## src/rtl/lite_cfg_seq.sv

```systemverilog
// Programs one transfer into a downstream AXI-Lite write controller as a fixed register-write sequence.
// Optional build macro LITE_CFG_SOFT_RESET_EN prepends a soft-reset write to every sequence.
module lite_cfg_seq #(
  parameter int unsigned TIMEOUT_CYC = 256,
  parameter logic [31:0] CR_VALUE    = 32'h0000_1000
) (
  input  logic        clk,
  input  logic        rst_n,
  input  logic        cfg_start,
  input  logic [31:0] cfg_src_addr,
  input  logic [31:0] cfg_dst_addr,
  input  logic [25:0] cfg_btt,
  output logic        cfg_busy,
  output logic        cfg_done,
  output logic        cfg_err,
  output logic [9:0]  lite_awaddr,
  output logic [31:0] lite_wdata,
  output logic        lite_valid,
  input  logic        lite_end
);

  localparam int unsigned ADDR_W = 10;
  localparam int unsigned DATA_W = 32;
  localparam int unsigned BTT_W  = 26;
  localparam int unsigned IDX_W  = 3;
  localparam int unsigned TMR_W  = $clog2(TIMEOUT_CYC) + 1;
`ifdef LITE_CFG_SOFT_RESET_EN
  localparam int unsigned NUM_WR = 5;
`else
  localparam int unsigned NUM_WR = 4;
`endif

  localparam logic [IDX_W-1:0] LAST_IDX = IDX_W'(NUM_WR - 1);
  localparam logic [TMR_W-1:0] TMR_TERM = TMR_W'(TIMEOUT_CYC - 1);

  localparam logic [2:0] ST_IDLE  = 3'd0;
  localparam logic [2:0] ST_ISSUE = 3'd1;
  localparam logic [2:0] ST_GAP   = 3'd2;
  localparam logic [2:0] ST_DONE  = 3'd3;
  localparam logic [2:0] ST_ERR   = 3'd4;

  logic [2:0]        state_q, state_d;
  logic [IDX_W-1:0]  idx_q, idx_d;
  logic [TMR_W-1:0]  tmr_q, tmr_d;
  logic [DATA_W-1:0] src_q, src_d;
  logic [DATA_W-1:0] dst_q, dst_d;
  logic [BTT_W-1:0]  btt_q, btt_d;

  logic              issue_nxt;
  logic [ADDR_W-1:0] wr_addr;
  logic [DATA_W-1:0] wr_data;

  // Next-state logic; lite_end is only honoured in ISSUE and wins over the timeout.
  always_comb begin
    state_d = state_q;
    idx_d   = idx_q;
    tmr_d   = tmr_q;
    src_d   = src_q;
    dst_d   = dst_q;
    btt_d   = btt_q;
    case (state_q)
      ST_IDLE: begin
        if (cfg_start) begin
          if (cfg_btt != '0) begin
            src_d   = cfg_src_addr;
            dst_d   = cfg_dst_addr;
            btt_d   = cfg_btt;
            idx_d   = '0;
            tmr_d   = '0;
            state_d = ST_ISSUE;
          end else begin
            state_d = ST_ERR;
          end
        end
      end
      ST_ISSUE: begin
        if (lite_end) begin
          state_d = (idx_q == LAST_IDX) ? ST_DONE : ST_GAP;
        end else if (tmr_q == TMR_TERM) begin
          state_d = ST_ERR;
        end else begin
          tmr_d = tmr_q + TMR_W'(1);
        end
      end
      ST_GAP: begin
        idx_d   = idx_q + IDX_W'(1);
        tmr_d   = '0;
        state_d = ST_ISSUE;
      end
      ST_DONE: state_d = ST_IDLE;
      ST_ERR:  state_d = ST_IDLE;
      default: state_d = ST_IDLE;
    endcase
  end

  // Register/data pair for the write about to be presented.
  always_comb begin
    wr_addr = '0;
    wr_data = '0;
`ifdef LITE_CFG_SOFT_RESET_EN
    case (idx_d)
      3'd0: begin wr_addr = 10'h000; wr_data = 32'h0000_0004; end
      3'd1: begin wr_addr = 10'h000; wr_data = CR_VALUE; end
      3'd2: begin wr_addr = 10'h018; wr_data = src_d; end
      3'd3: begin wr_addr = 10'h020; wr_data = dst_d; end
      default: begin wr_addr = 10'h028; wr_data = {6'b0, btt_d}; end
    endcase
`else
    case (idx_d)
      3'd0: begin wr_addr = 10'h000; wr_data = CR_VALUE; end
      3'd1: begin wr_addr = 10'h018; wr_data = src_d; end
      3'd2: begin wr_addr = 10'h020; wr_data = dst_d; end
      default: begin wr_addr = 10'h028; wr_data = {6'b0, btt_d}; end
    endcase
`endif
  end

  assign issue_nxt = (state_d == ST_ISSUE);

  // State plus outputs registered from the next state, so outputs track the state register exactly.
  always_ff @(posedge clk) begin
    if (!rst_n) begin
      state_q     <= ST_IDLE;
      idx_q       <= '0;
      tmr_q       <= '0;
      src_q       <= '0;
      dst_q       <= '0;
      btt_q       <= '0;
      cfg_busy    <= 1'b0;
      cfg_done    <= 1'b0;
      cfg_err     <= 1'b0;
      lite_valid  <= 1'b0;
      lite_awaddr <= '0;
      lite_wdata  <= '0;
    end else begin
      state_q     <= state_d;
      idx_q       <= idx_d;
      tmr_q       <= tmr_d;
      src_q       <= src_d;
      dst_q       <= dst_d;
      btt_q       <= btt_d;
      cfg_busy    <= (state_d != ST_IDLE);
      cfg_done    <= (state_d == ST_DONE);
      cfg_err     <= (state_d == ST_ERR);
      lite_valid  <= issue_nxt;
      lite_awaddr <= issue_nxt ? wr_addr : '0;
      lite_wdata  <= issue_nxt ? wr_data : '0;
    end
  end

endmodule

```

## config.mk

```make
export PLATFORM = sky130hd
export DESIGN_NAME = lite_cfg_seq
export DESIGN_NICKNAME = d
export VERILOG_FILES = /design/src/rtl/lite_cfg_seq.sv
export SDC_FILE = /design/constraint.sdc
export NUM_CORES = 1
export LEC_CHECK = 0
export ABC_AREA = 1
export CAP_MARGIN = 20
export CORE_UTILIZATION = 50
export CTS_CLUSTER_SIZE = 14
export DETAILED_ROUTE_END_ITERATION = 8
export PLACE_DENSITY = 0.83
export REMOVE_ABC_BUFFERS = 1
export SLEW_MARGIN = 5
export SYNTH_ARGS = -nofsm -noshare
export SYNTH_HDL_FRONTEND = slang
export SYNTH_SLANG_ARGS = --single-unit
```

## constraint.sdc

```tcl
create_clock -name clk -period 2.5 [get_ports clk]
set_clock_uncertainty 0.1 [all_clocks]
set_input_delay 0.375 -clock clk [delete_from_list [all_inputs] [get_ports clk]]
set_output_delay 0.375 -clock clk [all_outputs]
set_load 0.05 [all_outputs]
```

==> run summary, run 1 <==
Most common cell in the netlist -> nor2_1
DRT Wirelength -> 15000 µm
Die W -> 113 µm
First-pass GRT wire length -> 24100 µm
Max-cap viol count -> 0
Final non-filler cell total -> 1162
Crit path buf inv count -> 2
CP startpoint kind -> input port
CTS Sinks -> 144
TritonCTS Buffers -> 17
Fin. Hold Viols -> 0
Hold-fix buffers at CTS -> 0
Synthesized area per cell -> 7.32 µm²
DRC marker count from the first detailed-route iteration -> 349
Peak per-stage delay on the critical path -> 0.46 ns
Static Leak -> 4.01 nW
Initial Utilization -> 51.3%
CTS tree -> done
Min Tclk post-route -> 2.35 ns
Unique masters post-synth -> 35
Sequential-to-total area share from yosys stat -> 46.8%
Largest net degree at the start of global routing -> 58
Clock Tree Root -> clkbuf_16
CP endpoint kind -> flip-flop
Max FO, Critical Path -> 16
Slew @ Worst Pin -> 0.618 ns
Crit path launch -> cfg_btt[2]
Fin nets -> 1102
Vias in the first global route -> 5305
Floorplan core area -> 0.0120 mm²
Critical-path top delay cell -> clkdlybuf4s50_1
Critical path endpoint -> lite_wdata[22]$_SDFF_PN0_
IO buf count -> 132
Clock slew at reported path FFs -> 0.06 ns
Stages on worst setup path -> 16
R2r setup slk -> 0.24 ns
Most frequent cell on the critical path -> nand2_1
HP Class -> reg -> reg
Worst r2r src -> tmr_q[1]$_SDFFE_PN0P_
Die footprint -> 0.0128 mm²
Boundary pin count -> 140
Layout cells sized above 1 -> 10.8%
Top post-synthesis cells by area -> dfxtp_1, nor2_1, nand2_1, inv_1, mux2i_1
Worst VDD drop -> 446 µV
Clk buf depth -> 2
Max Fclk -> 426 MHz
Pwr Density -> 672 mW/mm²
GR Overflow Total -> 0
Cell Chain, Critical Path -> clkdlybuf4s50_1, nor2_1, nand3_1, nor2_1, nand2_1, nand2_1, nand2_1, nand2_2, nand2_2, nand2_4, nor2_8, nor2_8, buf_12, nand2_1, nand2_1, nor2_1
Crit path DAT -> 2.56 ns
Routed Antenna Nets -> 0
Die Height -> 113 µm
Drt wl/cell -> 12.9 µm
Final TNS setup -> 0 ns
Detailed Routing Iterations Pass 1 -> 5
Detailed placer's ending HPWL -> 10200 µm
CTS H-tree lvls -> 4
Most instantiated cells after synthesis -> nor2_1, nand2_1, dfxtp_1
CP Class -> in -> reg
Cell Area, Synth -> 0.00616 mm²
Post-route DRC violation count -> 0
Synth Warn # -> 0
Fin crit share -> 93.9%
Number of synthesized register bits -> 144
Dominant synthesized flop cell -> dfxtp_1
# diodes -> 0
Syn Inst Count -> 841
Std-Cell Rows -> 40
R2R Path End -> tmr_q[4]$_SDFFE_PN0P_
Routed via count -> 5550
Yosys top cell by area -> dfxtp_1
Critical path's top delay family -> simple AND/OR/NAND/NOR gates
Fin util -> 70.5%
RD Place Congestion -> 0.816
Relative slew slack -> 58.8%
Post-synth EDFFs -> 0
Tot GR Track Use -> 24.4%
Clk_lat worst skew -> 0.42 ns
Outcome -> complete, no violations
Dpl cells -> 1129
R2R depth -> 15
Final setup fails -> 0
Vias per cell -> 4.78
Initial antenna violation count -> 0
Count of pins over their slew limit -> 0
Area Growth Syn to Fin -> 37.4%
Power, Total -> 5.69 mW
Post-synthesis async set-or-reset flop share -> 0%
Top cell type's share of synthesized area -> 46.8%
Required @ worst endpoint -> 2.71 ns
-- area by class of cell --
cell class | count | area, µm²
Clock buffer | 24 | 502
Clock inverter | 6 | 32.5
Fill cell | 940 | 3550
Inverter | 109 | 412
Multi-Input combinational cell | 549 | 2640
Sequential cell | 144 | 2880
Tap cell | 147 | 184
Timing Repair Buffer | 183 | 1810
-- registers in the layout (all words and copies together) (netlist names) --
| register | cells |
|---|---|
| btt_q | 26 |
| cfg_busy | 1 |
| cfg_done | 1 |
| cfg_err | 1 |
| dst_q | 32 |
| idx_q | 3 |
| lite_awaddr | 3 |
| lite_valid | 1 |
| lite_wdata | 32 |
| src_q | 32 |
| state_q | 3 |
| tmr_q | 9 |
-- cells in the final DEF (no fill, tap or decap), types with 3 or more instances in the layout --
master,netlist,final
dfxtp_1,144,143
nand2_1,181,179
clkbuf_16,0,17
buf_12,0,8
clkbuf_8,0,5
clkdlybuf4s50_1,0,132
inv_1,103,102
nor2_4,2,3
mux2i_1,38,38
o21ai_0,44,44
clkinv_2,1,7
inv_2,5,5
a21oi_1,25,25
nor2_8,3,3
xor2_1,3,3
conb_1,1,7
buf_4,14,41
nor2_1,211,209
nand2_2,4,6
nand3_1,6,6
nor3_1,4,4
-- power breakdown --
group          leakage (nW)  internal, mW  switching (mW)
Sequential             1.18          2.44          0.0413
Combinational          2.57         0.416           0.506
Clock                 0.268          1.38           0.908
Total                  4.01          4.23            1.46
-- logic make-up after synthesis --
group	count (synthesis)	synth area share [%]
AND/OR/NAND/NOR	420	27.7
buffers and inverters	154	11.2
flip-flops	144	46.8
AO/OA/AOI/OAI	75	6.56
multiplexers	38	6.18
XOR/XNOR	5	0.711
adder cells (fa/ha/maj)	4	0.813
other	1	0.0609
-- repair_timing --
item / CTS / global route
resized for setup: 0 / 10
buffers inserted: 0 / 3
endpoints found under the setup margin: 0 / 36
-- worst min path at each step --
stage	endpoint	cells past startpoint	from
2_1_floorplan	tmr_q[8]$_SDFFE_PN0P_	2	tmr_q[8]$_SDFFE_PN0P_
5_1_grt	dst_q[13]$_SDFF_PN0_	2	dst_q[13]$_SDFF_PN0_
3_3_place_gp	tmr_q[8]$_SDFFE_PN0P_	2	tmr_q[8]$_SDFFE_PN0P_
6_report	tmr_q[8]$_SDFFE_PN0P_	2	tmr_q[8]$_SDFFE_PN0P_
4_1_cts	tmr_q[8]$_SDFFE_PN0P_	2	tmr_q[8]$_SDFFE_PN0P_
3_5_place_dp	tmr_q[8]$_SDFFE_PN0P_	2	tmr_q[8]$_SDFFE_PN0P_
-- worst register-to-register path, cell delays in order, from the launching register on --
cell,delay (ns)
dfxtp_1,0.37
ha_2,0.19
nand3_1,0.09
nor2_2,0.14
inv_1,0.07
nor2_2,0.09
ha_2,0.19
o21ai_0,0.09
a21oi_1,0.14
nand2_1,0.08
inv_2,0.11
nor2_8,0.04
buf_4,0.17
nand4_1,0.09
xor2_1,0.15
nor2_1,0.05
-- through the flow --
step	hold slack (ns)	setup slack [ns]	cell area [µm²]
finish	0.364	0.152	8470
global route	0.406	-0.00135	8470
CTS	0.366	0.141	8410
detailed placement	0.358	-0.180	7880
global placement	0.349	-0.118	7880
floorplan	0.335	-1.37	5910
-- routing by layer --
layer | wire length, µm | vias up | track usage, %
met1 | 6590 | 2495 | 29.4
li1 | - | 2851 | -
met3 | 664 | 38 | 5.62
met5 | 0 | - | 0
met2 | 7330 | 166 | 40.9
met4 | 461 | 0 | 12.2
Power figures use the tool's default switching activity.
==> run 2, diff against run 1 <==
--- a/config.mk
+++ b/config.mk
@@ -7,6 +7,7 @@
 export LEC_CHECK = 0
 export ABC_AREA = 1
 export CAP_MARGIN = 20
+export CORE_ASPECT_RATIO = 0.9
 export CORE_UTILIZATION = 50
 export CTS_CLUSTER_SIZE = 14
 export DETAILED_ROUTE_END_ITERATION = 8
==> run summary, run 2 (synthesized netlist as in run 1, its figures left out) <==
Static Leak -> 4.18 nW
Pwr Density -> 705 mW/mm²
Post-CTS Setup Repair Bufs -> 0
CP endpoint kind -> flip-flop
Drt wl/cell -> 12.9 µm
Clk buf depth -> 2
Crit path DAT -> 2.60 ns
Vias per cell -> 4.76
Area Growth Syn to Fin -> 43.0%
Relative slew slack -> 63.6%
Worst VDD drop -> 536 µV
Final setup fails -> 0
Routed via count -> 5645
Die footprint -> 0.0128 mm²
# resized after CTS -> 0
Post-route DRC violation count -> 0
Largest net degree at the start of global routing -> 102
CTS tree -> done
Power, Total -> 6.21 mW
Floorplan core area -> 0.0120 mm²
CTS H-tree lvls -> 4
Max-cap viol count -> 0
Layout cells sized above 1 -> 11.8%
Placed standard-cell area -> 0.00807 mm²
DRC marker count from the first detailed-route iteration -> 371
Most common cell after layout, fill and taps aside -> nor2_1
Clk_lat worst skew -> 0.41 ns
Tot GR Track Use -> 24.5%
Outcome -> complete, no violations
Clock Tree Root -> clkbuf_16
Fin crit share -> 95.9%
# diodes -> 0
IO buf count -> 132
Detailed Routing Iterations Pass 1 -> 5
Routed Antenna Nets -> 0
CP startpoint kind -> input port
Max FO, Critical Path -> 6
Detailed placer's ending HPWL -> 9790 µm
Met3 wire len -> 912 µm
GR Overflow Total -> 0
Top Registers -> dst_q (32), lite_wdata (32), src_q (32)
RD Place Congestion -> 0.780
Count of pins over their slew limit -> 0
Commonest non-fill, non-tap cells in the layout -> nor2_1, nand2_1, dfxtp_1
Fin. Hold Viols -> 0
Initial Utilization -> 51.2%
CP Class -> in -> reg
Std-Cell Rows -> 38
Die Height -> 107 µm
Die W -> 119 µm
Fin nets -> 1113
Hold-fix buffers at CTS -> 0
Boundary pin count -> 140
HP Class -> in -> reg
Min Tclk post-route -> 2.40 ns
DR WL met2 -> 7420 µm
Clock slew at reported path FFs -> 0.06 ns
Wire length on met1 -> 6680 µm
Max Fclk -> 417 MHz
Vias in the first global route -> 5445
CTS Sinks -> 144
Fin util -> 73.2%
Required @ worst endpoint -> 2.70 ns
Finished Cell Area -> 0.00881 mm²
DRT Wirelength -> 15300 µm
First-pass GRT wire length -> 24700 µm
Initial antenna violation count -> 0
TritonCTS Buffers -> 17
Fill count -> 907
Highest routed metal layer -> met4
Slew @ Worst Pin -> 0.545 ns
run 2: cell count changes in the layout (fill, tap and decap cells not counted), moves of 3 or more:
cell / change
buf_4: +3
buf_12: +7
clkinv_2: -3
clkbuf_8: -3
bufinv_16: +5
run 2: power by group:
group          total, mW  internal (mW)  switching [mW]
logic              0.973          0.454           0.519
clock network       2.75           1.82           0.938
registers           2.48           2.44          0.0427
run 2: path summary, 6_finish.rpt:
path / start / to / slack [ns] / cells after the start
max: cfg_btt[20] / lite_wdata[4]$_SDFF_PN0_ / 0.10 / 17
min reg2reg: tmr_q[8]$_SDFFE_PN0P_ / tmr_q[8]$_SDFFE_PN0P_ / 0.36 / 2
min: cfg_btt[21] / btt_q[21]$_SDFF_PN0_ / 0.27 / 3
max reg2reg: tmr_q[1]$_SDFFE_PN0P_ / tmr_q[5]$_SDFFE_PN0P_ / 0.24 / 15
run 2: cell type report:
cell class,count,area (µm²),area share [%]
repair buffers,194,2020,22.9
clock buffers,21,460,5.23
well taps,160,200,2.27
flip-flops and latches,144,2880,32.8
inverters,109,412,4.67
multi-input cells,549,2650,30.1
clock inverters,10,184,2.09
run 2: worst max-delay path, stage by stage:
cell and delay [ns]:
clkdlybuf4s50_1 0.51, nor2_2 0.06, and2_1 0.14, nand2_2 0.07, nor2_1 0.04, nand2_1 0.11, nand2_1 0.09, nand2_2 0.10
nand2_4 0.07, nand2_4 0.08, nand2_4 0.09, buf_12 0.15, a21oi_4 0.26, clkbuf_16 0.23, nand2_1 0.05, nor2_1 0.10
nor2_1 0.06
run 2: metrics by stage:
| step | hold WS, ns | setup slack (ns) | std cells | TNS (ns) |
|---|---|---|---|---|
| floorplan | 0.335 | -1.37 | 802 | -137.22 |
| global placement | 0.350 | -0.225 | 1153 | -5.06 |
| detailed placement | 0.357 | -0.283 | 1153 | -7.80 |
| CTS | 0.366 | 0.0716 | 1184 | 0 |
| global route | 0.265 | -0.00584 | 1187 | -0.0244 |
| finish | 0.273 | 0.103 | 1187 | 0 |
run 2: routing by layer:
layer / track usage (%) / up-vias
li1: - / 2879
met1: 29.3 / 2547
met2: 42.6 / 195
met3: 6.09 / 24
met4: 9.13 / 0
met5: 0 / -
